--- src/rtl/cpu_pkg.sv ---
// Shared CPU front-end types and constants: fetch FSM states, reset/exception
// vectors, address-field widths, and the 32-bit carry-lookahead adder.
package cpu_pkg;

    localparam int ADDR_W = 32;
    localparam int OFF_W  = 16;
    localparam int JIDX_W = 26;

    localparam logic [ADDR_W-1:0] RESET_PC_DEF   = 32'h0000_3000;
    localparam logic [ADDR_W-1:0] EXC_VECTOR_DEF = 32'h0000_4180;

    typedef enum logic [1:0] {
        FETCH = 2'd0,
        WAIT  = 2'd1,
        ISSUE = 2'd2
    } fetch_state_e;

    // Two-level lookahead: eight 4-bit groups, group carries chained, bit carries per group.
    function automatic logic [31:0] cla_add32(input logic [31:0] a, input logic [31:0] b);
        logic [31:0] g;
        logic [31:0] p;
        logic [31:0] c;
        logic [7:0]  gg;
        logic [7:0]  gp;
        logic [7:0]  gc;
        g = a & b;
        p = a ^ b;
        for (int k = 0; k < 8; k++) begin
            gg[k] = g[4*k+3] | (p[4*k+3] & g[4*k+2]) | (p[4*k+3] & p[4*k+2] & g[4*k+1])
                  | (p[4*k+3] & p[4*k+2] & p[4*k+1] & g[4*k]);
            gp[k] = &p[4*k +: 4];
        end
        gc[0] = 1'b0;
        for (int k = 0; k < 7; k++) begin
            gc[k+1] = gg[k] | (gp[k] & gc[k]);
        end
        for (int k = 0; k < 8; k++) begin
            c[4*k]   = gc[k];
            c[4*k+1] = g[4*k] | (p[4*k] & gc[k]);
            c[4*k+2] = g[4*k+1] | (p[4*k+1] & g[4*k]) | (p[4*k+1] & p[4*k] & gc[k]);
            c[4*k+3] = g[4*k+2] | (p[4*k+2] & g[4*k+1]) | (p[4*k+2] & p[4*k+1] & g[4*k])
                     | (p[4*k+2] & p[4*k+1] & p[4*k] & gc[k]);
        end
        return p ^ c;
    endfunction

endpackage

--- src/rtl/next_pc_sel.sv ---
// Combinational next-PC selection (jr > j > taken branch > PC+4) and
// misaligned register-jump detection.
module next_pc_sel
    import cpu_pkg::*;
(
    input  logic [ADDR_W-1:0] i_pc,
    input  logic              i_br_taken,
    input  logic [OFF_W-1:0]  i_br_off,
    input  logic              i_j,
    input  logic [JIDX_W-1:0] i_j_idx,
    input  logic              i_jr,
    input  logic [ADDR_W-1:0] i_jr_addr,
    output logic [ADDR_W-1:0] o_pcadd4,
    output logic [ADDR_W-1:0] o_next_pc,
    output logic              o_misaligned
);

    logic [ADDR_W-1:0] w_pcadd4;
    logic [ADDR_W-1:0] w_br_disp;
    logic [ADDR_W-1:0] w_br_target;
    logic [ADDR_W-1:0] w_j_target;

    assign w_pcadd4    = cla_add32(i_pc, 32'd4);
    assign w_br_disp   = {{(ADDR_W-OFF_W-2){i_br_off[OFF_W-1]}}, i_br_off, 2'b00};
    assign w_br_target = cla_add32(w_pcadd4, w_br_disp);
    assign w_j_target  = {w_pcadd4[ADDR_W-1:ADDR_W-4], i_j_idx, 2'b00};

    // Only a register target can be misaligned; branch/jump targets are word-built.
    always_comb begin
        o_next_pc    = w_pcadd4;
        o_misaligned = 1'b0;
        if (i_jr) begin
            o_next_pc    = i_jr_addr;
            o_misaligned = |i_jr_addr[1:0];
        end else if (i_j) begin
            o_next_pc = w_j_target;
        end else if (i_br_taken) begin
            o_next_pc = w_br_target;
        end else begin
            o_next_pc = w_pcadd4;
        end
    end

    assign o_pcadd4 = w_pcadd4;

endmodule

--- src/rtl/pc_fetch_sequencer.sv ---
// PC register and fetch FSM: FETCH -> WAIT -> ISSUE, with imem req/ack handshake,
// wait timeout and misaligned-redirect exceptions vectored to EXC_VECTOR.
module pc_fetch_sequencer
    import cpu_pkg::*;
#(
    parameter logic [ADDR_W-1:0] RESET_PC   = RESET_PC_DEF,
    parameter logic [ADDR_W-1:0] EXC_VECTOR = EXC_VECTOR_DEF,
    parameter int                MAX_WAIT   = 8
)(
    input  logic              clk,
    input  logic              rst,
    output logic              imem_req,
    output logic [ADDR_W-1:0] imem_addr,
    input  logic              imem_ack,
    input  logic [ADDR_W-1:0] imem_rdata,
    output logic [ADDR_W-1:0] instr_o,
    output logic              instr_valid,
    input  logic              stall_i,
    output logic [ADDR_W-1:0] pc_o,
    output logic [ADDR_W-1:0] pcadd4_o,
    input  logic              br_taken_i,
    input  logic [OFF_W-1:0]  br_off_i,
    input  logic              j_i,
    input  logic [JIDX_W-1:0] j_idx_i,
    input  logic              jr_i,
    input  logic [ADDR_W-1:0] jr_addr_i,
    output logic              exc_o
);

    localparam int CNT_W = $clog2(MAX_WAIT + 1);

    fetch_state_e      r_state, w_state_nxt;
    logic [ADDR_W-1:0] r_pc, w_pc_nxt;
    logic [ADDR_W-1:0] r_instr, w_instr_nxt;
    logic              r_valid, w_valid_nxt;
    logic              r_req, w_req_nxt;
    logic              r_exc, w_exc_nxt;
    logic [CNT_W-1:0]  r_cnt, w_cnt_nxt;
    logic [ADDR_W-1:0] w_pcadd4;
    logic [ADDR_W-1:0] w_next_pc;
    logic              w_misaligned;

    next_pc_sel u_next_pc_sel (
        .i_pc         (r_pc),
        .i_br_taken   (br_taken_i),
        .i_br_off     (br_off_i),
        .i_j          (j_i),
        .i_j_idx      (j_idx_i),
        .i_jr         (jr_i),
        .i_jr_addr    (jr_addr_i),
        .o_pcadd4     (w_pcadd4),
        .o_next_pc    (w_next_pc),
        .o_misaligned (w_misaligned)
    );

    // Next-state logic; exc is a single-cycle pulse, so it defaults low every cycle.
    always_comb begin
        w_state_nxt = r_state;
        w_pc_nxt    = r_pc;
        w_instr_nxt = r_instr;
        w_valid_nxt = r_valid;
        w_req_nxt   = r_req;
        w_exc_nxt   = 1'b0;
        w_cnt_nxt   = r_cnt;
        case (r_state)
            FETCH: begin
                w_req_nxt   = 1'b1;
                w_cnt_nxt   = CNT_W'(0);
                w_state_nxt = WAIT;
            end
            WAIT: begin
                if (imem_ack) begin
                    w_instr_nxt = imem_rdata;
                    w_valid_nxt = 1'b1;
                    w_req_nxt   = 1'b0;
                    w_state_nxt = ISSUE;
                end else if (r_cnt == CNT_W'(MAX_WAIT - 1)) begin
                    w_exc_nxt   = 1'b1;
                    w_pc_nxt    = EXC_VECTOR;
                    w_req_nxt   = 1'b0;
                    w_state_nxt = FETCH;
                end else begin
                    w_cnt_nxt = r_cnt + CNT_W'(1);
                end
            end
            ISSUE: begin
                if (stall_i) begin
                    w_valid_nxt = 1'b1;
                end else if (w_misaligned) begin
                    w_exc_nxt   = 1'b1;
                    w_pc_nxt    = EXC_VECTOR;
                    w_valid_nxt = 1'b0;
                    w_state_nxt = FETCH;
                end else begin
                    w_pc_nxt    = w_next_pc;
                    w_valid_nxt = 1'b0;
                    w_state_nxt = FETCH;
                end
            end
            default: begin
                w_req_nxt   = 1'b0;
                w_valid_nxt = 1'b0;
                w_state_nxt = FETCH;
            end
        endcase
    end

    // State and datapath registers with synchronous reset.
    always_ff @(posedge clk) begin
        if (rst) begin
            r_state <= FETCH;
            r_pc    <= RESET_PC;
            r_instr <= 32'h0000_0000;
            r_valid <= 1'b0;
            r_req   <= 1'b0;
            r_exc   <= 1'b0;
            r_cnt   <= CNT_W'(0);
        end else begin
            r_state <= w_state_nxt;
            r_pc    <= w_pc_nxt;
            r_instr <= w_instr_nxt;
            r_valid <= w_valid_nxt;
            r_req   <= w_req_nxt;
            r_exc   <= w_exc_nxt;
            r_cnt   <= w_cnt_nxt;
        end
    end

    assign imem_req    = r_req;
    assign imem_addr   = r_pc;
    assign instr_o     = r_instr;
    assign instr_valid = r_valid;
    assign pc_o        = r_pc;
    assign pcadd4_o    = w_pcadd4;
    assign exc_o       = r_exc;

endmodule

--- config.mk ---
export PLATFORM = sky130hd
export DESIGN_NAME = pc_fetch_sequencer
export DESIGN_NICKNAME = d
export VERILOG_FILES = /design/src/rtl/cpu_pkg.sv /design/src/rtl/next_pc_sel.sv /design/src/rtl/pc_fetch_sequencer.sv
export SDC_FILE = /design/constraint.sdc
export NUM_CORES = 1
export LEC_CHECK = 0
export CORE_MARGIN = 2
export CORE_UTILIZATION = 50
export DETAILED_ROUTE_END_ITERATION = 10
export DONT_BUFFER_PORTS = 1
export GPL_TIMING_DRIVEN = 0
export PLACE_DENSITY_LB_ADDON = 0.12
export SYNTH_ARGS = -nofsm -noshare
export SYNTH_HDL_FRONTEND = slang
export SYNTH_HIERARCHICAL = 1
export SYNTH_SLANG_ARGS = --single-unit
export TNS_END_PERCENT = 10
--- constraint.sdc ---
create_clock -name clk -period 4.17 [get_ports clk]
set_input_delay 0.834 -clock clk [delete_from_list [all_inputs] [get_ports clk]]
set_output_delay 0.834 -clock clk [all_outputs]
set_load 0.01 [all_outputs]
==> impl_results.md <==
- Number of port buffers: 0
- Largest cells by area after synthesis: sky130_fd_sc_hd__dfxtp_1 24%, sky130_fd_sc_hd__nand2_1 9.0%, sky130_fd_sc_hd__ha_1 8.3%, sky130_fd_sc_hd__mux2i_1 7.3%, sky130_fd_sc_hd__a21oi_1 5.5%
- Number of sinks driven by the clock tree: 73
- Worst Setup Path Type: flop to flop
- Horizontal extent of the die: 114 um
- Predominant post-synthesis flop cell: sky130_fd_sc_hd__dfxtp_1
- Setup crit start kind: flop
- Number of diodes: 0
- Post-layout nets: 942
- Clock Tree Buf Depth: 2
- Pre-CTS setup slack: -940 ps
- WL/cell: 20.3 um
- Count of synthesis-stage warnings from yosys: 6
- Overall Global Routing Usage: 28.5%
- Sequential area share after synthesis: 24.3%
- Vias in the first global route: 5,402
- First-pass GRT wire length: 28,400 um
- Crit path setup slack, layout: -3.58 ps
- Least-Margin Pin Slew: 880 ps
- Antenna violations before repair: 0
- Core area: 11,900 um^2
- PwrDens: 336 nW/um^2
- Reported max-cap violation count: 0
- Layout cells sized above 1: 17.3%
- Layout Utilization: 58.6%
- Initial DRC Count: 341
- Synth Instances: 759
- Post-detailed-route count of antenna-violating nets: 0
- Time the worst path needs with I/O delays and setup: 4170 ps
- Count of unique library cells instantiated by Yosys: 71
- Failing checks: negative setup slack
- Avg Vias per Cell: 5.91
- Hold buffer count at CTS: 0
- TritonCTS clock tree: built
- Cell area after technology mapping: 6020 um^2
- Kind of end point of the critical path: flop
- H-tree depth: 3
- Worst-case vdd ir drop: 0.241 mV
- Run status: finished with violations
- TritonRoute pass-1 iters: 5
- Routability congestion estimate from global placement: 0.899
- Cell taking the most area after synthesis: sky130_fd_sc_hd__dfxtp_1
- Overall power after layout: 2330 uW
- Number of top-level pins: 244
- Clock transition at the registers of the reported paths: 60 ps
- Async set-or-reset flop fraction in the synthesized netlist: 0%
- Starting Density: 50.7%
- Number of max-slew violations in the final report: 0
- Register bit count reported by yosys: 73
- Filler cell count: 1,086
- DIE AREA: 12,900 um^2
- Maximum number of pins on one net before global-route repair: 16
- Number of synthesized flops with an enable pin: 0
- HPWL Detailed: 14,200 um
- Final setup violating endpoints: 1
- Total congestion overflow: 0
- Final cycle utilization of the critical path: 100%
- Leak pwr: 0.00306 uW
- Data arrival time of the critical path: 4450 ps
- Latest clock arrival within the worst-skew pair: 340 ps
- Syn Area/Cell: 7.93 um^2
- Number of buffers created by CTS: 9
- Count of standard-cell rows: 40
- Net count after synthesis: 920
- Highest net fanout along the worst path: 7
- Most instantiated cells after synthesis: 145 x sky130_fd_sc_hd__nand2_1, 73 x sky130_fd_sc_hd__dfxtp_1, 66 x sky130_fd_sc_hd__a21oi_1, 44 x sky130_fd_sc_hd__mux2i_1
- Fmax: 240 MHz
- Total via count after detailed routing: 5,515
- Required time at the worst-slack endpoint: 4450 ps
- HP Class: flop to flop
- Total Routed Length: 18,900 um
- Worst rel slew slack: 41.4%
- Count of endpoints failing hold in the final timing report: 0
- Final worst clock skew: 7.95 ps
- Height of the die: 114 um
- Area share of the largest cell type after synthesis: 24.3%
- Cell at the root of the clock tree: sky130_fd_sc_hd__clkbuf_16
- Area growth from synthesis to final layout: 15.5%
- Drt drc: 0
- Most common cell in the netlist: sky130_fd_sc_hd__nand2_1
- Unrepaired setup endpoints after global routing: yes
[critical path, stage by stage, from the launching register on]
cell	delay, ps
sky130_fd_sc_hd__dfxtp_4	410
sky130_fd_sc_hd__ha_4	170
sky130_fd_sc_hd__nand4_4	160
sky130_fd_sc_hd__nor3_4	190
sky130_fd_sc_hd__buf_4	150
sky130_fd_sc_hd__nand3_1	110
sky130_fd_sc_hd__xnor2_2	220
sky130_fd_sc_hd__ha_1	370
sky130_fd_sc_hd__and3_4	200
sky130_fd_sc_hd__and4_4	240
sky130_fd_sc_hd__a32oi_4	80
sky130_fd_sc_hd__a221oi_4	330
sky130_fd_sc_hd__nor2_1	100
sky130_fd_sc_hd__o21ba_2	250
sky130_fd_sc_hd__fa_2	340
sky130_fd_sc_hd__xor2_1	150
sky130_fd_sc_hd__o211ai_1	190
sky130_fd_sc_hd__o211a_1	180
sky130_fd_sc_hd__a21o_1	80
sky130_fd_sc_hd__nand2_1	50
sky130_fd_sc_hd__mux2i_1	130
[cells in the final DEF, fill, tap and decap left out, types with 6 or more instances in the layout]
cell type                   instances
sky130_fd_sc_hd__nand2_1          145
sky130_fd_sc_hd__a21oi_1           64
sky130_fd_sc_hd__dfxtp_1           60
sky130_fd_sc_hd__buf_4             45
sky130_fd_sc_hd__mux2i_1           44
sky130_fd_sc_hd__nand2b_1          40
sky130_fd_sc_hd__inv_1             35
sky130_fd_sc_hd__ha_1              32
sky130_fd_sc_hd__nor2_1            28
sky130_fd_sc_hd__clkbuf_1          23
sky130_fd_sc_hd__o21ai_0           22
sky130_fd_sc_hd__xnor2_1           16
sky130_fd_sc_hd__xor2_1            13
sky130_fd_sc_hd__nand3_1           12
sky130_fd_sc_hd__o211ai_1          11
sky130_fd_sc_hd__dfxtp_2           11
sky130_fd_sc_hd__a211oi_1          10
sky130_fd_sc_hd__clkbuf_16          9
sky130_fd_sc_hd__a21o_1             9
sky130_fd_sc_hd__o31ai_1            8
sky130_fd_sc_hd__ha_4               7
sky130_fd_sc_hd__o21bai_1           6
sky130_fd_sc_hd__o21a_1             6
sky130_fd_sc_hd__fa_1               6
[cells by family (layout without fill, tap and decap cells)]
kind of cell	Yosys count	after routing	synth area share (%)
AND/OR/NAND/NOR	270	270	22.2
AO/OA/AOI/OAI	178	178	18.9
buffers and inverters	108	135	10.7
flip-flops	73	73	24.3
adder cells (fa/ha/maj)	48	48	11.0
multiplexers	44	44	7.32
XOR/XNOR	38	38	5.66
[stage by stage]
stage / cells / hold slack (ps) / instance area [um^2] / TNS (ps)
6_report: 933 / 499 / 6950 / -3.58
5_1_grt: 933 / 513 / 6950 / -901
4_1_cts: 931 / 496 / 6840 / -145
3_5_place_dp: 906 / 489 / 6210 / -6040
3_3_place_gp: 906 / 482 / 6210 / -5210
2_1_floorplan: 759 / 465 / 6020 / 0
[sequential cells by signal (all words and copies together) (netlist names)]
signal / count
instr_o: 32
r_state: 2
r_cnt: 4
exc_o: 1
instr_valid: 1
imem_req: 1
imem_addr: 32
[timing repair]
item,4_1_cts,5_1_grt
gates resized for setup,46,14
setup buffers,9,2
setup endpoints to repair,16,11
hold endpoints to repair,0,0
pin swaps,17,7
gates cloned,0,0
[routing by layer]
metal / global-route usage (%) / routed length [um]
met3: 8.34 / 1720
met5: 0 / 0
met2: 48.1 / 9050
met4: 9.84 / 476
met1: 34.9 / 7700
[where the power goes]
part           internal (uW)  switching (uW)
Clock                    592             331
Sequential               742            77.7
Combinational            257             334
[path summary, 6_finish.rpt]
path / from / to / slack (ps) / depth (start not counted)
worst max-delay path: imem_addr[2] / imem_addr[25] / -4 / 20
worst min-delay path: r_state[0] / r_state[0] / 500 / 2
worst max register to register: imem_addr[2] / imem_addr[25] / -4 / 20
worst min register to register: r_state[0] / r_state[0] / 500 / 2
[cell type report]
cell class | instances | area, um^2 | share of cell area, %
well taps | 147 | 184 | 2.65
clock buffers | 9 | 225 | 3.24
clock inverters | 7 | 126 | 1.82
multi-input cells | 578 | 4210 | 60.5
repair buffers | 11 | 82.6 | 1.19
plain buffers | 72 | 509 | 7.33
flip-flops and latches | 73 | 1480 | 21.3
inverters | 36 | 135 | 1.94
No activity file was read; power rests on OpenSTA's default activity.
